--- config.mk ---
export PLATFORM = sky130hd
export DESIGN_NAME = if_fetch_unit
export DESIGN_NICKNAME = d
export VERILOG_FILES = /design/src/rtl/if_fetch_unit_pkg.sv /design/src/rtl/if_fetch_unit.sv
export SDC_FILE = /design/constraint.sdc
export NUM_CORES = 1
export LEC_CHECK = 0
export BUFFER_PORTS_ARGS = -buffer_cell sky130_fd_sc_hd__buf_4
export CORE_MARGIN = 4
export CORE_UTILIZATION = 45
export CTS_CLUSTER_SIZE = 8
export DETAILED_ROUTE_END_ITERATION = 7
export HOLD_SLACK_MARGIN = 0.06
export PLACE_DENSITY = 0.78
export SETUP_SLACK_MARGIN = 0.3
export SYNTH_ARGS = -nofsm -noshare
export SYNTH_HDL_FRONTEND = slang
export SYNTH_SLANG_ARGS = --single-unit
--- constraint.sdc ---
create_clock -name clk -period 1.9 [get_ports clk]
set_input_delay 0.095 -clock clk [delete_from_list [all_inputs] [get_ports clk]]
set_output_delay 0.095 -clock clk [all_outputs]
set_load 0.02 [all_outputs]
--- src/rtl/if_fetch_unit_pkg.sv ---
// Shared types and constants for the instruction-fetch stage: exception codes,
// bus word types and the fetch FSM state encoding.
package if_fetch_unit_pkg;

  localparam int EXC_W = 5;
  typedef logic [EXC_W-1:0] exc_bus_t;
  localparam exc_bus_t EXC_NO_EXC = 5'h00;
  localparam exc_bus_t EXC_ADEL   = 5'h04;

  typedef logic [31:0] addr_bus_t;
  typedef logic [31:0] data_bus_t;
  localparam data_bus_t ZERO_WORD = 32'h0000_0000;

  typedef enum logic [1:0] {
    IF_S_REQ    = 2'd0,
    IF_S_WAIT   = 2'd1,
    IF_S_DONE   = 2'd2,
    IF_S_CANCEL = 2'd3
  } if_state_e;

endpackage

--- src/rtl/if_fetch_unit.sv ---
// MIPS32 instruction-fetch stage: owns the PC, drives a req/addr_ok/data_ok
// instruction bus, and redirects on flush or on a taken branch after its delay slot.
module if_fetch_unit
  import if_fetch_unit_pkg::*;
#(
  parameter addr_bus_t RESET_PC = 32'hBFC0_0000
) (
  input  logic        clk,
  input  logic        rst,
  input  logic        stall,
  input  logic        flush,
  input  addr_bus_t   flush_pc,
  input  logic        br_flag,
  input  addr_bus_t   br_target,
  output logic        ibus_req,
  output addr_bus_t   ibus_addr,
  input  logic        ibus_addr_ok,
  input  logic        ibus_data_ok,
  input  data_bus_t   ibus_rdata,
  output addr_bus_t   if_pc,
  output addr_bus_t   if_pcp4,
  output data_bus_t   if_inst,
  output exc_bus_t    if_excp,
  output logic        if_stallreq,
  output if_state_e   if_state
);

  // Bus handshake: a request is transferred in a cycle where ibus_req and
  // ibus_addr_ok are both high; its data arrives in a later cycle flagged by
  // ibus_data_ok. An unaccepted request may be dropped at any time.

  if_state_e state_q, state_d;
  addr_bus_t pc_q, pc_d;
  logic      br_pend_q, br_pend_d;
  addr_bus_t br_tgt_q, br_tgt_d;
  data_bus_t inst_buf_q, inst_buf_d;

  logic      pc_misaligned;
  logic      inst_valid;
  logic      advance;
  addr_bus_t next_pc;

  assign pc_misaligned = (pc_q[1:0] != 2'b00);
  assign ibus_addr     = pc_q;
  assign if_pc         = pc_q;
  assign if_pcp4       = pc_q + 32'd4;
  assign if_state      = state_q;

  always_comb begin
    inst_valid  = 1'b0;
    ibus_req    = 1'b0;
    if_inst     = ZERO_WORD;
    if_excp     = EXC_NO_EXC;
    if_stallreq = 1'b1;
    if (!rst) begin
      case (state_q)
        IF_S_REQ: begin
          if (pc_misaligned) begin
            inst_valid  = 1'b1;
            if_excp     = EXC_ADEL;
            if_stallreq = 1'b0;
          end else begin
            ibus_req = 1'b1;
          end
        end
        IF_S_WAIT: begin
          if (ibus_data_ok) begin
            inst_valid  = 1'b1;
            if_inst     = ibus_rdata;
            if_stallreq = 1'b0;
          end
        end
        IF_S_DONE: begin
          inst_valid  = 1'b1;
          if_inst     = inst_buf_q;
          if_stallreq = 1'b0;
        end
        default: ;
      endcase
    end
  end

  assign advance = inst_valid && !stall && !flush;
  // A branch seen in this very cycle wins over one latched while the slot was in flight.
  assign next_pc = br_flag ? br_target : (br_pend_q ? br_tgt_q : pc_q + 32'd4);

  always_comb begin
    state_d    = state_q;
    pc_d       = pc_q;
    br_pend_d  = br_pend_q;
    br_tgt_d   = br_tgt_q;
    inst_buf_d = inst_buf_q;
    if (flush) begin
      pc_d      = flush_pc;
      br_pend_d = 1'b0;
      case (state_q)
        IF_S_REQ:    state_d = (ibus_req && ibus_addr_ok) ? IF_S_CANCEL : IF_S_REQ;
        IF_S_WAIT:   state_d = ibus_data_ok ? IF_S_REQ : IF_S_CANCEL;
        IF_S_CANCEL: state_d = ibus_data_ok ? IF_S_REQ : IF_S_CANCEL;
        default:     state_d = IF_S_REQ;
      endcase
    end else if (advance) begin
      pc_d      = next_pc;
      br_pend_d = 1'b0;
      state_d   = IF_S_REQ;
    end else begin
      if (br_flag) begin
        br_pend_d = 1'b1;
        br_tgt_d  = br_target;
      end
      case (state_q)
        IF_S_REQ: if (ibus_req && ibus_addr_ok) state_d = IF_S_WAIT;
        IF_S_WAIT: begin
          if (ibus_data_ok) begin
            inst_buf_d = ibus_rdata;
            state_d    = IF_S_DONE;
          end
        end
        IF_S_CANCEL: if (ibus_data_ok) state_d = IF_S_REQ;
        default: ;
      endcase
    end
  end

  always_ff @(posedge clk) begin
    if (rst) begin
      state_q    <= IF_S_REQ;
      pc_q       <= RESET_PC;
      br_pend_q  <= 1'b0;
      br_tgt_q   <= ZERO_WORD;
      inst_buf_q <= ZERO_WORD;
    end else begin
      state_q    <= state_d;
      pc_q       <= pc_d;
      br_pend_q  <= br_pend_d;
      br_tgt_q   <= br_tgt_d;
      inst_buf_q <= inst_buf_d;
    end
  end

endmodule

==> results by group, run 1 <==
Status
  – Outcome: aborted with a tool error
  – First reported error: [ERROR GRT-0232] Routing congestion too high. Check the congestion heatmap in the GUI.
  – Last stage reached: global routing

Synth
  – Syn Std Cell Area: 6020 µm²
  – Multiplexer fraction of the synthesized cell area: 1.16%
  – Largest family of logic cells by synthesized area: compound AO/OA/AOI/OAI gates
  – Part of the Yosys area used for sequential elements: 32.9%
  – Commonest register cell after synthesis: dfxtp_1
  – Fraction of the mapped netlist area in compound gates: 25.9%
  – Number of distinct standard cells referenced by the synthesized netlist: 58
  – Count of flip-flops with a built-in enable after synthesis: 0
  – Mean instance size in the synthesized netlist: 7.30 µm²
  – Post-Synthesis Cells: 825
  – Parity-gate share of the synthesized area counting xor and xnor cells: 3.78%
  – Ys async rst share: 0%
  – Simple-gate portion of the synthesized area: 25.1%
  – Total number of yosys warnings: 0
  – Adder-cell area share of the yosys netlist: 1.25%
  – Flops & latches, synth: 99

Floorplanning
  – Effective utilization at floorplan: 46.8%
  – Overall die width: 124 µm
  – Number of top-level design ports: 240
  – Die Ht: 124 µm
  – Placement row count: 41

CTS
  – Number of buffers created by CTS: 9
  – Clk root buf: clkbuf_16
  – Number of clock sinks: 99
  – Level count of the clock H-tree: 3
  – Bufs on Longest Clock Path: 2

Place
  – IO buf count: 235
  – Placer congestion estimate: 0.919
  – Number of placed instances, taps included: 1210
  – Placed wire-length estimate: 16.4 mm

Global routing
  – Congestion Overflow GR: 956
  – Pin count of the biggest net entering global routing: 76
  – Global Route Usage Sum: 94.8%

Timing
  – Worst endpoint pin kind: output port
  – Last worst endpoint in the global-route repair_timing: if_pcp4[30]
routing by layer:
metal,GRT usage (%),overflow
met3,74.5,6
met5,35.8,3
met1,85.1,6
met2,120,669
met4,110,272
stage by stage:
step / instance area (µm²) / worst slack (ps)
after CTS: 11500 / -300
after floorplan: 6500 / 49.4
after global placement: 8540 / 18.5
after detailed placement: 8540 / -47.1
what timing repair did:
item | 4_1_cts
endpoints found under the setup margin | 159
hold buffers | 78
gates resized for setup | 299
cloned | 9
endpoints found under the hold margin | 79
buffers inserted | 55
pin swaps | 126
kinds of logic after synthesis:
| kind of cell | Yosys count |
|---|---|
| compound gates | 247 |
| other cells | 1 |
| flops | 99 |
| fa+ha+maj | 6 |
| mux | 7 |
| simple gates | 321 |
| xor+xnor | 26 |
| buf+inv | 118 |
Yosys cell counts, types with 4 or more instances:
cell / number / area, µm²
xnor2_1: 16 / 140
a22oi_1: 34 / 255
and2_1: 5 / 31.3
nand3_1: 23 / 115
a211oi_1: 5 / 37.5
o21ai_0: 20 / 100
clkbuf_1: 54 / 203
nor4_1: 8 / 50.1
and3_1: 5 / 31.3
o21a_1: 8 / 60.1
nand2_1: 161 / 604
xor2_1: 10 / 87.6
o211ai_1: 29 / 218
buf_1: 6 / 22.5
dfxtp_1: 99 / 1980
nor2_1: 56 / 210
o31ai_1: 6 / 45.0
nand2b_1: 5 / 31.3
nand4_1: 9 / 56.3
buf_4: 38 / 285
a21oi_1: 109 / 546
mux2i_1: 7 / 70.1
a21o_1: 4 / 30.0
a221oi_1: 8 / 70.1
inv_1: 14 / 52.6
nor3_1: 14 / 70.1
buf_2: 5 / 25.0
ha_1: 6 / 75.1
or3_1: 11 / 68.8
==> run 2, diff against run 1 <==
--- a/config.mk
+++ b/config.mk
@@ -7,12 +7,9 @@
 export LEC_CHECK = 0
 export BUFFER_PORTS_ARGS = -buffer_cell sky130_fd_sc_hd__buf_4
 export CORE_MARGIN = 4
-export CORE_UTILIZATION = 45
-export CTS_CLUSTER_SIZE = 8
+export CORE_UTILIZATION = 40
 export DETAILED_ROUTE_END_ITERATION = 7
-export HOLD_SLACK_MARGIN = 0.06
-export PLACE_DENSITY = 0.78
-export SETUP_SLACK_MARGIN = 0.3
+export PLACE_DENSITY_LB_ADDON = 0.15
 export SYNTH_ARGS = -nofsm -noshare
 export SYNTH_HDL_FRONTEND = slang
 export SYNTH_SLANG_ARGS = --single-unit
==> constraint.sdc (replaced) <==
create_clock -name clk -period 2.5 [get_ports clk]
set_input_delay 0.125 -clock clk [delete_from_list [all_inputs] [get_ports clk]]
set_output_delay 0.125 -clock clk [all_outputs]
set_load 0.02 [all_outputs]
==> run 2 against run 1 <==
The flow now finishes without violations. Synthesized cell count is the same. Synthesized area is the same.
==> results by group, run 2 <==
Status
  – Outcome: finished, final reports clean (was aborted with a tool error)

Timing
  – Fmax: 419 MHz
  – Tightest slew margin relative to the limit: 44.0%
  – Final hold violation count: 0
  – Count of endpoints failing setup in the final report: 0
  – Fraction of the cycle the final worst path needs: 95.5%
  – Count of final max-slew check failures: 0
  – Worst slew pin tran: 836 ps
  – Setup Total Neg Slack: 0 ps
  – Worst hold slack: 10.8 ps
  – Clock skew after layout: 9.61 ps
  – Period minus WS final: 2390 ps
  – Setup repair after global routing missed its margin: false

Place
  – IO buf count: 235 (unchanged)
  – Placer congestion estimate: 0.860 (was 0.919)
  – Area of placed instances: 7890 µm² (was 8540 µm²)
  – Placed wire-length estimate: 15.9 mm (was 16.4 mm)

Route
  – Total via count after detailed routing: 6791
  – DRC violations left: 0
  – Vias per inst: 5.61
  – Iteration count of the initial detailed-routing pass: 5
  – Post-route ant nets: 0
  – Total wire length: 21.9 mm
  – Number of DRC markers in iteration 0: 579
  – Final routed wire length divided by cell count: 18.1 µm

Cells and area
  – Final Cell Area: 8220 µm²
  – Most used cells in the layout excluding fill and tap cells: buf_4 (285), nand2_1 (161), a21oi_1 (109)
  – Area growth syn-to-layout: 36.6%
  – Post-layout nets: 1131
  – Share of post-route cells with drive strength above 1: 31.4%
  – Leading cell type in the layout, fill and taps excluded: buf_4
  – Filler Cells Inserted: 1477
  – ANT cells: 0

Setup path
  – Worst EP arrival: 2260 ps
  – Crit end category: output port
  – Crit-path max FO: 7
  – Type of the setup path with the least slack: reg2out
  – Required @ worst endpoint: 2380 ps
  – Startpoint type of the worst setup path: register

Power
  – Peak supply drop: 0.000355 V
  – Power per cell area: 550 nW/µm²
  – Final Total Pwr: 4520 µW
  – P_leak: 0.00340 µW

CTS
  – CTS Hold Bufs: 0 (was 78)
  – Level count of the clock H-tree: 3 (unchanged)
  – Number of buffers created by CTS: 9 (unchanged)
  – Clock-pin slew on the worst setup and hold paths: 70 ps
  – Bufs on Longest Clock Path: 2 (unchanged)
  – Clk root buf: clkbuf_16 (unchanged)
  – Number of clock sinks: 99 (unchanged)
  – Skew-Pair Late Insertion Delay: 350 ps
  – Clock tree from TritonCTS: built

Synth
  – Count of flip-flops with a built-in enable after synthesis: 0 (unchanged)
  – Commonest register cell after synthesis: dfxtp_1 (unchanged)
  – Largest family of logic cells by synthesized area: compound AO/OA/AOI/OAI gates (unchanged)
  – Number of distinct standard cells referenced by the synthesized netlist: 58 (unchanged)
  – Top cells by count, synth: nand2_1 (161), a21oi_1 (109), dfxtp_1 (99), nor2_1 (56), clkbuf_1 (54) (unchanged)
  – Fraction of the mapped netlist area in compound gates: 25.9% (unchanged)
  – Simple-gate portion of the synthesized area: 25.1% (unchanged)
  – Adder-cell area share of the yosys netlist: 1.25% (unchanged)
  – Synth area leaders: dfxtp_1 (33%), nand2_1 (10%), a21oi_1 (9.1%) (unchanged)
  – Count leader, synth: nand2_1 (unchanged)
  – Total number of yosys warnings: 0 (unchanged)
  – Mean instance size in the synthesized netlist: 7.30 µm² (unchanged)
  – Fraction of synthesized cell area taken by the top area cell type: 32.9% (unchanged)
  – Part of the Yosys area used for sequential elements: 32.9% (unchanged)
  – Parity-gate share of the synthesized area counting xor and xnor cells: 3.78% (unchanged)
  – Ys async rst share: 0% (unchanged)
  – Cell accounting for the most synthesized area: dfxtp_1 (unchanged)
  – Multiplexer fraction of the synthesized cell area: 1.16% (unchanged)
  – Syn Std Cell Area: 6020 µm² (unchanged)
  – Flops & latches, synth: 99 (unchanged)
  – Post-Synthesis Cells: 825 (unchanged)

Global routing
  – Number of global-route vias before repair: 6282
  – Number of antenna violations at the first check in global routing: 0
  – First-pass GRT wire length: 33.4 mm
  – Congestion Overflow GR: 0
  – Global Route Usage Sum: 24.9%
  – Pin count of the biggest net entering global routing: 37

Flow run
  – Max Cap Violations: 0

Worst hold path
  – Worst hold path type: in2reg

Floorplanning
  – Placement row count: 44 (was 41)
  – Placeable core region: 14600 µm²
  – Effective utilization at floorplan: 41.1% (was 46.8%)
  – Die Ht: 131 µm (was 124 µm)
  – Overall die width: 131 µm (was 124 µm)
  – Number of top-level design ports: 240 (unchanged)
  – Overall die area: 17100 µm²
-- run 2: cell counts after synthesis --
Identical to the previous run, type by type.
-- run 2: per-layer routing --
metal	global-route usage, %	vias to the layer above	share of wire (%)
li1	-	3271	-
met1	32.7	3163	42
met2	40.0	319	47
met3	6.26	38	9.1
met4	8.05	0	2.4
met5	0	-	0
-- run 2: through the flow --
step | util, % | instances | setup slack (ps)
2_1_floorplan | - | 828 | 236
3_3_place_gp | 53.9 | 1192 | 201
3_5_place_dp | 53.9 | 1192 | 129
4_1_cts | 55.8 | 1207 | 2.36
5_1_grt | 56.2 | 1210 | 5.65
6_report | 56.2 | 1210 | 113
-- run 2: worst max-delay path, stage by stage, from the launching register on --
cell     delay, ps
dfxtp_2        420
nand4_4        180
or4_4          570
nor4_4         330
xor2_1         230
buf_4          180
-- run 2: final timing paths --
path / cells past startpoint / end / slack [ps] / start
min: 3 / ibus_addr[26] / 10 / flush_pc[26]
max reg2reg: 7 / ibus_addr[8] / 210 / if_state[0]
min reg2reg: 2 / br_tgt_q[6] / 450 / br_tgt_q[6]
max: 5 / if_pcp4[28] / 110 / ibus_addr[14]
-- run 2: timing repair --
action,4_1_cts,5_1_grt
buffers inserted,0,3
pin swaps,0,5
endpoints found under the setup margin,3,31
resized for setup,3,10
endpoints found under the hold margin,0,0
-- run 2: cell type report --
| cell class | instances | area (µm²) | area share (%) |
|---|---|---|---|
| clock inverters | 2 | 12.5 | 0.152 |
| multi-input cells | 611 | 3510 | 42.7 |
| well taps | 184 | 230 | 2.80 |
| repair buffers | 287 | 2180 | 26.5 |
| flip-flops and latches | 99 | 1990 | 24.2 |
| clock buffers | 13 | 250 | 3.04 |
| inverters | 14 | 52.6 | 0.639 |
-- run 2: logic make-up after synthesis --
logic type      after synthesis
simple gates                321
compound gates              247
buf+inv                     118
flops                        99
xor+xnor                     26
mux                           7
fa+ha+maj                     6
other cells                   1
-- run 2: where the power goes --
part / switching [µW] / internal [µW]
Clock: 597 / 697
Combinational: 848 / 600
Sequential: 106 / 1670
(Power assumes the default switching activity.)
